$ cat config.mk
export PLATFORM = sky130hd
export DESIGN_NAME = pre_des_deser_flat
export DESIGN_NICKNAME = d
export VERILOG_FILES = /design/src/rtl/pre_des_deser_if.sv /design/src/rtl/pre_des_deser.sv /design/src/flat_wrapper.sv
export SDC_FILE = /design/constraint.sdc
export NUM_CORES = 1
export LEC_CHECK = 0
export ABC_AREA = 1
export CAP_MARGIN = 40
export CORE_ASPECT_RATIO = 1.1
export CORE_MARGIN = 3
export CORE_UTILIZATION = 35
export CTS_BUF_LIST = sky130_fd_sc_hd__clkbuf_4
export DETAILED_ROUTE_END_ITERATION = 8
export PLACE_DENSITY = 0.51
export SLEW_MARGIN = 20
export SYNTH_ARGS = -nofsm -noshare
export SYNTH_HDL_FRONTEND = slang
export SYNTH_SLANG_ARGS = --single-unit
$ cat constraint.sdc
create_clock -name clk -period 2.1 [get_ports clk]
set_clock_uncertainty 0.05 [all_clocks]
set_input_delay 0.21 -clock clk [delete_from_list [all_inputs] [get_ports clk]]
set_output_delay 0.21 -clock clk [all_outputs]
set_load 0.01 [all_outputs]
$ cat src/rtl/pre_des_deser_if.sv
// Bit-stream / DES / last-block bundle for pre_des_deser.
// The master drives the serial stream and acks; the slave is the deserializer.
interface pre_des_deser_if #(
  parameter int WORD_W = 64,
  parameter int CNT_W  = $clog2(WORD_W)
);
  logic              bit_in;
  logic              bit_en;
  logic              bit_last;
  logic              des_busy;
  logic [WORD_W-1:0] des_out;
  logic              des_wr;
  logic [WORD_W-1:0] last_out;
  logic [CNT_W-1:0]  last_size;
  logic              last_filled;
  logic              last_ack;
  logic              overflow;

  modport master (
    output bit_in, bit_en, bit_last, des_busy, last_ack,
    input  des_out, des_wr, last_out, last_size, last_filled, overflow
  );

  modport slave (
    input  bit_in, bit_en, bit_last, des_busy, last_ack,
    output des_out, des_wr, last_out, last_size, last_filled, overflow
  );
endinterface

$ cat src/rtl/pre_des_deser.sv
// Serial-to-parallel front end for the DES core: MSB-first words to DES, partial tail via last block.
// Define PRE_DES_LSB_FIRST_EN for LSB-first shifting with a right-aligned partial last block.
module pre_des_deser #(
  parameter int WORD_W = 64,
  parameter int CNT_W  = $clog2(WORD_W)
) (
  input  logic            clk,
  input  logic            rst,
  input  logic            clk_en,
  pre_des_deser_if.slave  bus
);

  localparam logic [CNT_W-1:0]  CNT_MAX  = CNT_W'(WORD_W - 1);
  localparam logic [CNT_W-1:0]  CNT_ONE  = CNT_W'(1);
  localparam logic [CNT_W-1:0]  CNT_ZERO = {CNT_W{1'b0}};
  localparam logic [WORD_W-1:0] WORD_ZERO = {WORD_W{1'b0}};

  logic [WORD_W-1:0] sreg_r, sreg_n;
  logic [CNT_W-1:0]  cnt_r, cnt_n;
  logic [WORD_W-1:0] hold_r, hold_n;
  logic              hold_valid_r, hold_valid_n;
  logic              des_wr_r, des_wr_n;
  logic [WORD_W-1:0] des_out_r, des_out_n;
  logic [WORD_W-1:0] last_out_r, last_out_n;
  logic [CNT_W-1:0]  last_size_r, last_size_n;
  logic              last_pending_r, last_pending_n;
  logic              last_filled_r, last_filled_n;
  logic              overflow_r, overflow_n;

  logic              accept_s;
  logic              word_done_s;
  logic              issue_s;
  logic [WORD_W-1:0] full_word_s;
  logic [WORD_W-1:0] partial_s;

  // Datapath decode: incoming word with this bit, and the aligned partial tail.
  always_comb begin
    accept_s    = bus.bit_en & ~last_pending_r;
    word_done_s = accept_s & (cnt_r == CNT_MAX);
    issue_s     = hold_valid_r & ~bus.des_busy & ~des_wr_r;
`ifdef PRE_DES_LSB_FIRST_EN
    full_word_s = {bus.bit_in, sreg_r[WORD_W-1:1]};
    // Received bits sit at the top; shifting down by ~cnt drops stale bits below them.
    partial_s   = full_word_s >> (~cnt_r);
`else
    full_word_s = {sreg_r[WORD_W-2:0], bus.bit_in};
    // Shifting up by ~cnt pushes stale bits from older words out of the top.
    partial_s   = full_word_s << (~cnt_r);
`endif
  end

  // Next-state logic for shifting, word hand-off, last-block and error tracking.
  always_comb begin
    sreg_n         = sreg_r;
    cnt_n          = cnt_r;
    hold_n         = hold_r;
    hold_valid_n   = hold_valid_r & ~issue_s;
    des_wr_n       = issue_s;
    des_out_n      = des_out_r;
    last_out_n     = last_out_r;
    last_size_n    = last_size_r;
    last_pending_n = last_pending_r;
    last_filled_n  = last_filled_r;
    overflow_n     = overflow_r;

    if (issue_s) begin
      des_out_n = hold_r;
    end else begin
      des_out_n = des_out_r;
    end

    if (accept_s) begin
      sreg_n = full_word_s;
      if (word_done_s) begin
        cnt_n = CNT_ZERO;
        // The hold slot is free if empty or being emptied by this cycle's write.
        if (~hold_valid_r | issue_s) begin
          hold_n       = full_word_s;
          hold_valid_n = 1'b1;
        end else begin
          overflow_n = 1'b1;
        end
        if (bus.bit_last) begin
          last_pending_n = 1'b1;
          last_size_n    = CNT_ZERO;
          last_out_n     = WORD_ZERO;
        end else begin
          last_pending_n = last_pending_r;
        end
      end else if (bus.bit_last) begin
        last_out_n     = partial_s;
        last_size_n    = cnt_r + CNT_ONE;
        cnt_n          = CNT_ZERO;
        last_pending_n = 1'b1;
      end else begin
        cnt_n = cnt_r + CNT_ONE;
      end
    end else if (bus.bit_en) begin
      overflow_n = 1'b1;
    end else begin
      overflow_n = overflow_r;
    end

    if (bus.last_ack & last_filled_r) begin
      last_pending_n = 1'b0;
      last_filled_n  = 1'b0;
    end else begin
      last_filled_n = last_pending_r & ~hold_valid_r & ~des_wr_r;
    end
  end

  // State registers: synchronous reset wins over clk_en, otherwise advance only when enabled.
  always_ff @(posedge clk) begin
    if (rst) begin
      sreg_r         <= WORD_ZERO;
      cnt_r          <= CNT_ZERO;
      hold_r         <= WORD_ZERO;
      hold_valid_r   <= 1'b0;
      des_wr_r       <= 1'b0;
      des_out_r      <= WORD_ZERO;
      last_out_r     <= WORD_ZERO;
      last_size_r    <= CNT_ZERO;
      last_pending_r <= 1'b0;
      last_filled_r  <= 1'b0;
      overflow_r     <= 1'b0;
    end else if (clk_en) begin
      sreg_r         <= sreg_n;
      cnt_r          <= cnt_n;
      hold_r         <= hold_n;
      hold_valid_r   <= hold_valid_n;
      des_wr_r       <= des_wr_n;
      des_out_r      <= des_out_n;
      last_out_r     <= last_out_n;
      last_size_r    <= last_size_n;
      last_pending_r <= last_pending_n;
      last_filled_r  <= last_filled_n;
      overflow_r     <= overflow_n;
    end
  end

  assign bus.des_out     = des_out_r;
  assign bus.des_wr      = des_wr_r;
  assign bus.last_out    = last_out_r;
  assign bus.last_size   = last_size_r;
  assign bus.last_filled = last_filled_r;
  assign bus.overflow    = overflow_r;

endmodule

$ cat src/flat_wrapper.sv
// flat-port wrapper written by rule: the top's interface ports become plain ports
module pre_des_deser_flat 
#(
  parameter int WORD_W = 64,
  parameter int CNT_W  = $clog2(WORD_W)
)
  (clk, rst, clk_en, bus_bit_in, bus_bit_en, bus_bit_last, bus_des_busy, bus_last_ack, bus_des_out, bus_des_wr, bus_last_out, bus_last_size, bus_last_filled, bus_overflow);
  pre_des_deser_if #(.WORD_W(WORD_W), .CNT_W(CNT_W)) bus_i ();
  input  logic clk;
  input  logic rst;
  input  logic clk_en;
  input wire logic [$bits(bus_i.bit_in)-1:0] bus_bit_in;
  input wire logic [$bits(bus_i.bit_en)-1:0] bus_bit_en;
  input wire logic [$bits(bus_i.bit_last)-1:0] bus_bit_last;
  input wire logic [$bits(bus_i.des_busy)-1:0] bus_des_busy;
  input wire logic [$bits(bus_i.last_ack)-1:0] bus_last_ack;
  output wire logic [$bits(bus_i.des_out)-1:0] bus_des_out;
  output wire logic [$bits(bus_i.des_wr)-1:0] bus_des_wr;
  output wire logic [$bits(bus_i.last_out)-1:0] bus_last_out;
  output wire logic [$bits(bus_i.last_size)-1:0] bus_last_size;
  output wire logic [$bits(bus_i.last_filled)-1:0] bus_last_filled;
  output wire logic [$bits(bus_i.overflow)-1:0] bus_overflow;
  assign bus_i.bit_in = bus_bit_in;
  assign bus_i.bit_en = bus_bit_en;
  assign bus_i.bit_last = bus_bit_last;
  assign bus_i.des_busy = bus_des_busy;
  assign bus_i.last_ack = bus_last_ack;
  assign bus_des_out = bus_i.des_out;
  assign bus_des_wr = bus_i.des_wr;
  assign bus_last_out = bus_i.last_out;
  assign bus_last_size = bus_i.last_size;
  assign bus_last_filled = bus_i.last_filled;
  assign bus_overflow = bus_i.overflow;
  pre_des_deser #(.WORD_W(WORD_W), .CNT_W(CNT_W)) u_core (.clk(clk), .rst(rst), .clk_en(clk_en), .bus(bus_i));
endmodule
==> impl_results.md <==
* Status: completed
* Hold endpoint: u_core.last_pending_r
* Global-route wire length before repair at about 70 mm
* Post-DRT Antenna Nets at 0
* Die area at 0.0401 mm^2
* Area grow syn2layout at 26.7%
* Final Max Slew Viols at 0
* Final WL at between 40 and 50 mm
* Hold_ws at a little over 0.09 ns
* Leading area contributor after synthesis: dfxtp_1
* Grt ovf at 0
* Worst Path Class, Setup: flop to flop
* Leakage at 7.07 nW
* Post-Syn Nets at about 2k
* Clk buf depth at 3
* R2R setup slack at approximately 0.041 ns
* Final min period at roughly 2 ns
* Latest clock arrival within the worst-skew pair at between 0.7 and 0.8 ns
* Post-synth top area share at 41.2%
* Largest fanout on the critical path at 34
* Final Hold Vio Count at 0
* Slew headroom at a little over 50%
* Commonest non-fill, non-tap cell in the layout: nand3_1
* Share of cells above drive strength 1 at between 10% and 20%
* Hold_sp: bus_last_ack
* Syn. warnings at 0
* Critical R2R Capture: u_core.bus.last_out[36]
* # port buffers at about 140
* #FFs+latches synth at 272
* DRC viols at 0
* Gr usage total at between 20% and 30%
* H-Tree Depth at 3
* Post-layout util at between 40% and 50%
* Startpoint type of the worst setup path: flop
* Root Buffer: clkbuf_4
* Synth cell types at 32
* Pre-Repair DR Iteration Count at 5
* Worst r2r src: u_core.cnt_r[0]
* Nets at roughly 2.2k
* Vias in the first global route at ~13k
* Peak VDD IR at 0.419 mV
* Vias at 13.9k
* Crit-path cells: clkinvlp_4 -> buf_12 -> buf_12 -> nand2_1 -> nand3_1 -> nand3_1 -> nand3_1 -> nand2_1 -> nand2_1 -> nand3_2 -> a21oi_1
* Mean area per synthesized cell at 6.49 um^2
* Least-Margin Pin Slew at between 0.7 and 0.8 ns
* R2R depth at 11
* Worst-path clk slew at 0.07 ns
* DRT iter0 DRCs at just over 1k
* Ranking of synthesized cells by area: dfxtp_1, nand3_1, nand2_1
* Total core area at ~0.037 mm^2
* Sequential area share after synthesis at between 40% and 50%
* Hold Path Class: input pin to flop
* MaxCap Viol Count at 0
* Largest net degree at the start of global routing at roughly 110
* Crit end category: flop
* FMAX at a little under 0.5 GHz
* Cells after Synth at roughly 2.0k
* Via/cell ratio at 5.11
* Starting Density at between 30% and 40%
* Netlist Area Pre-Place at between 0.01 and 0.015 mm^2
* CP max-delay cell: dfxtp_4
* CP arrival at 2.59 ns
* Tcrit/Tclk final at between 90% and 100%
* Total power draw at 11.5 mW
* IO Count at 145
* Most frequent cells in the layout: nand3_1, nand2_1, nor2_1
* Hold Path Cell Cnt at 4
* Routed len/inst at roughly 17 um
* Slowest Stage Delay on Critical Path at roughly 0.39 ns
* Dpl hpwl at just over 30 mm
* # setup viols final at 0
* Clock Sinks at 272
* Power Dens Cells at 685 mW/mm^2
* Die height at 210 um
* Initial antenna violation count at 1
* Final GP Congestion at approximately 0.9
* TritonCTS clock tree: built
* Num CTS Buffers at 76
* Worst EP required at between 2 and 3 ns
* RSZ-0062 raised after global routing: yes
* Worst slack at placement at -0.0260 ns
* Row count at 73
* Final critical-path setup slack at ~0.041 ns
* Die W at around 190 um
## critical path: cells and delay by family, from the launching register on
kind | cells | cell delay [ns]
compound gates | 1 | 0.07
buf+inv | 3 | 0.51
flops | 1 | 0.39
simple gates | 7 | 0.86
## worst max-delay path by stage
stage	startpoint	end	slack (ns)	cells after the start
after detailed placement	bus_bit_en	u_core.bus.last_out[42]	-0.03	9
after CTS	u_core.bus.des_wr	bus_des_wr	0.02	1
after global placement	bus_bit_en	u_core.bus.last_out[40]	-0.002	9
final	u_core.cnt_r[0]	u_core.bus.last_out[36]	0.04	11
after floorplan	u_core.cnt_r[0]	u_core.hold_r[39]	0.34	12
after global routing	u_core.cnt_r[0]	u_core.bus.last_out[53]	-0.05	13
## logic make-up after synthesis
logic type / after synthesis / share of synthesized area (%)
XOR/XNOR: 2 / 0.133
AND/OR/NAND/NOR: 1253 / 40.4
AO/OA/AOI/OAI: 292 / 11.3
buffers and inverters: 213 / 6.80
adder cells (fa/ha/maj): 1 / 0.0948
flip-flops: 272 / 41.2
## registers in the layout, indices dropped and copies added, names as in the netlist
name                    cells
u_core.bus.last_filled      1
u_core.hold_valid_r         1
u_core.sreg_r              63
u_core.bus.overflow         1
u_core.cnt_r                6
u_core.last_pending_r       1
u_core.bus.des_out         64
u_core.bus.last_out        64
u_core.bus.last_size        6
u_core.bus.des_wr           1
u_core.hold_r              64
## layout make-up
type / count / area (um^2)
diodes: 2 / 5.00
multi-input cells: 1548 / 7110
well taps: 487 / 609
clock inverters: 18 / 126
flip-flops and latches: 272 / 5460
inverters: 57 / 220
clock buffers: 117 / 878
fillers: 3931 / 20000
repair buffers: 218 / 2330
## routing by layer
layer / vias up / GRT usage, % / routed length, um
met4: 0 / 6.96 / 1050
met5: - / 0 / 0
met2: 374 / 30.9 / 18900
met3: 51 / 4.19 / 2310
met1: 6387 / 32.2 / 22900
li1: 7073 / - / -
## power by group
group / switching (mW) / internal [mW] / total [mW]
combinational: 0.655 / 0.369 / 1.02
clock: 2.24 / 2.78 / 5.02
sequential: 0.137 / 5.28 / 5.42
## metrics by stage
step           cell area [um^2]  cells  setup TNS (ns)
2_1_floorplan             13200   2033               0
3_3_place_gp              15300   2570        -0.00190
3_5_place_dp              15300   2570          -0.119
4_1_cts                   16300   2706               0
5_1_grt                   16700   2719           -1.14
6_report                  16700   2719               0
## Yosys cell counts
| master | n |
|---|---|
| a21oi_1 | 74 |
| a22oi_1 | 4 |
| a31oi_1 | 1 |
| a32oi_1 | 1 |
| and2_1 | 1 |
| buf_1 | 18 |
| buf_2 | 28 |
| buf_4 | 11 |
| buf_6 | 3 |
| clkbuf_1 | 96 |
| clkinv_1 | 3 |
| dfxtp_1 | 272 |
| ha_1 | 1 |
| inv_1 | 50 |
| inv_2 | 4 |
| nand2_1 | 415 |
| nand2_2 | 1 |
| nand3_1 | 445 |
| nand3_2 | 1 |
| nand4_1 | 13 |
| nor2_1 | 370 |
| nor2_2 | 4 |
| nor2_4 | 1 |
| nor3_4 | 1 |
| o2111a_1 | 1 |
| o211ai_1 | 2 |
| o21a_1 | 1 |
| o21ai_0 | 206 |
| o21ai_1 | 1 |
| o31ai_1 | 1 |
| or2_2 | 1 |
| xor2_1 | 2 |
## timing repair
action | in CTS | in global routing
endpoints found under the hold margin | 160 | 0
resized for setup | 0 | 64
setup endpoints to repair | 0 | 91
setup buffers | 0 | 6
hold buffers | 1 | 0
Note: power is estimated with default switching activity, not from simulation.
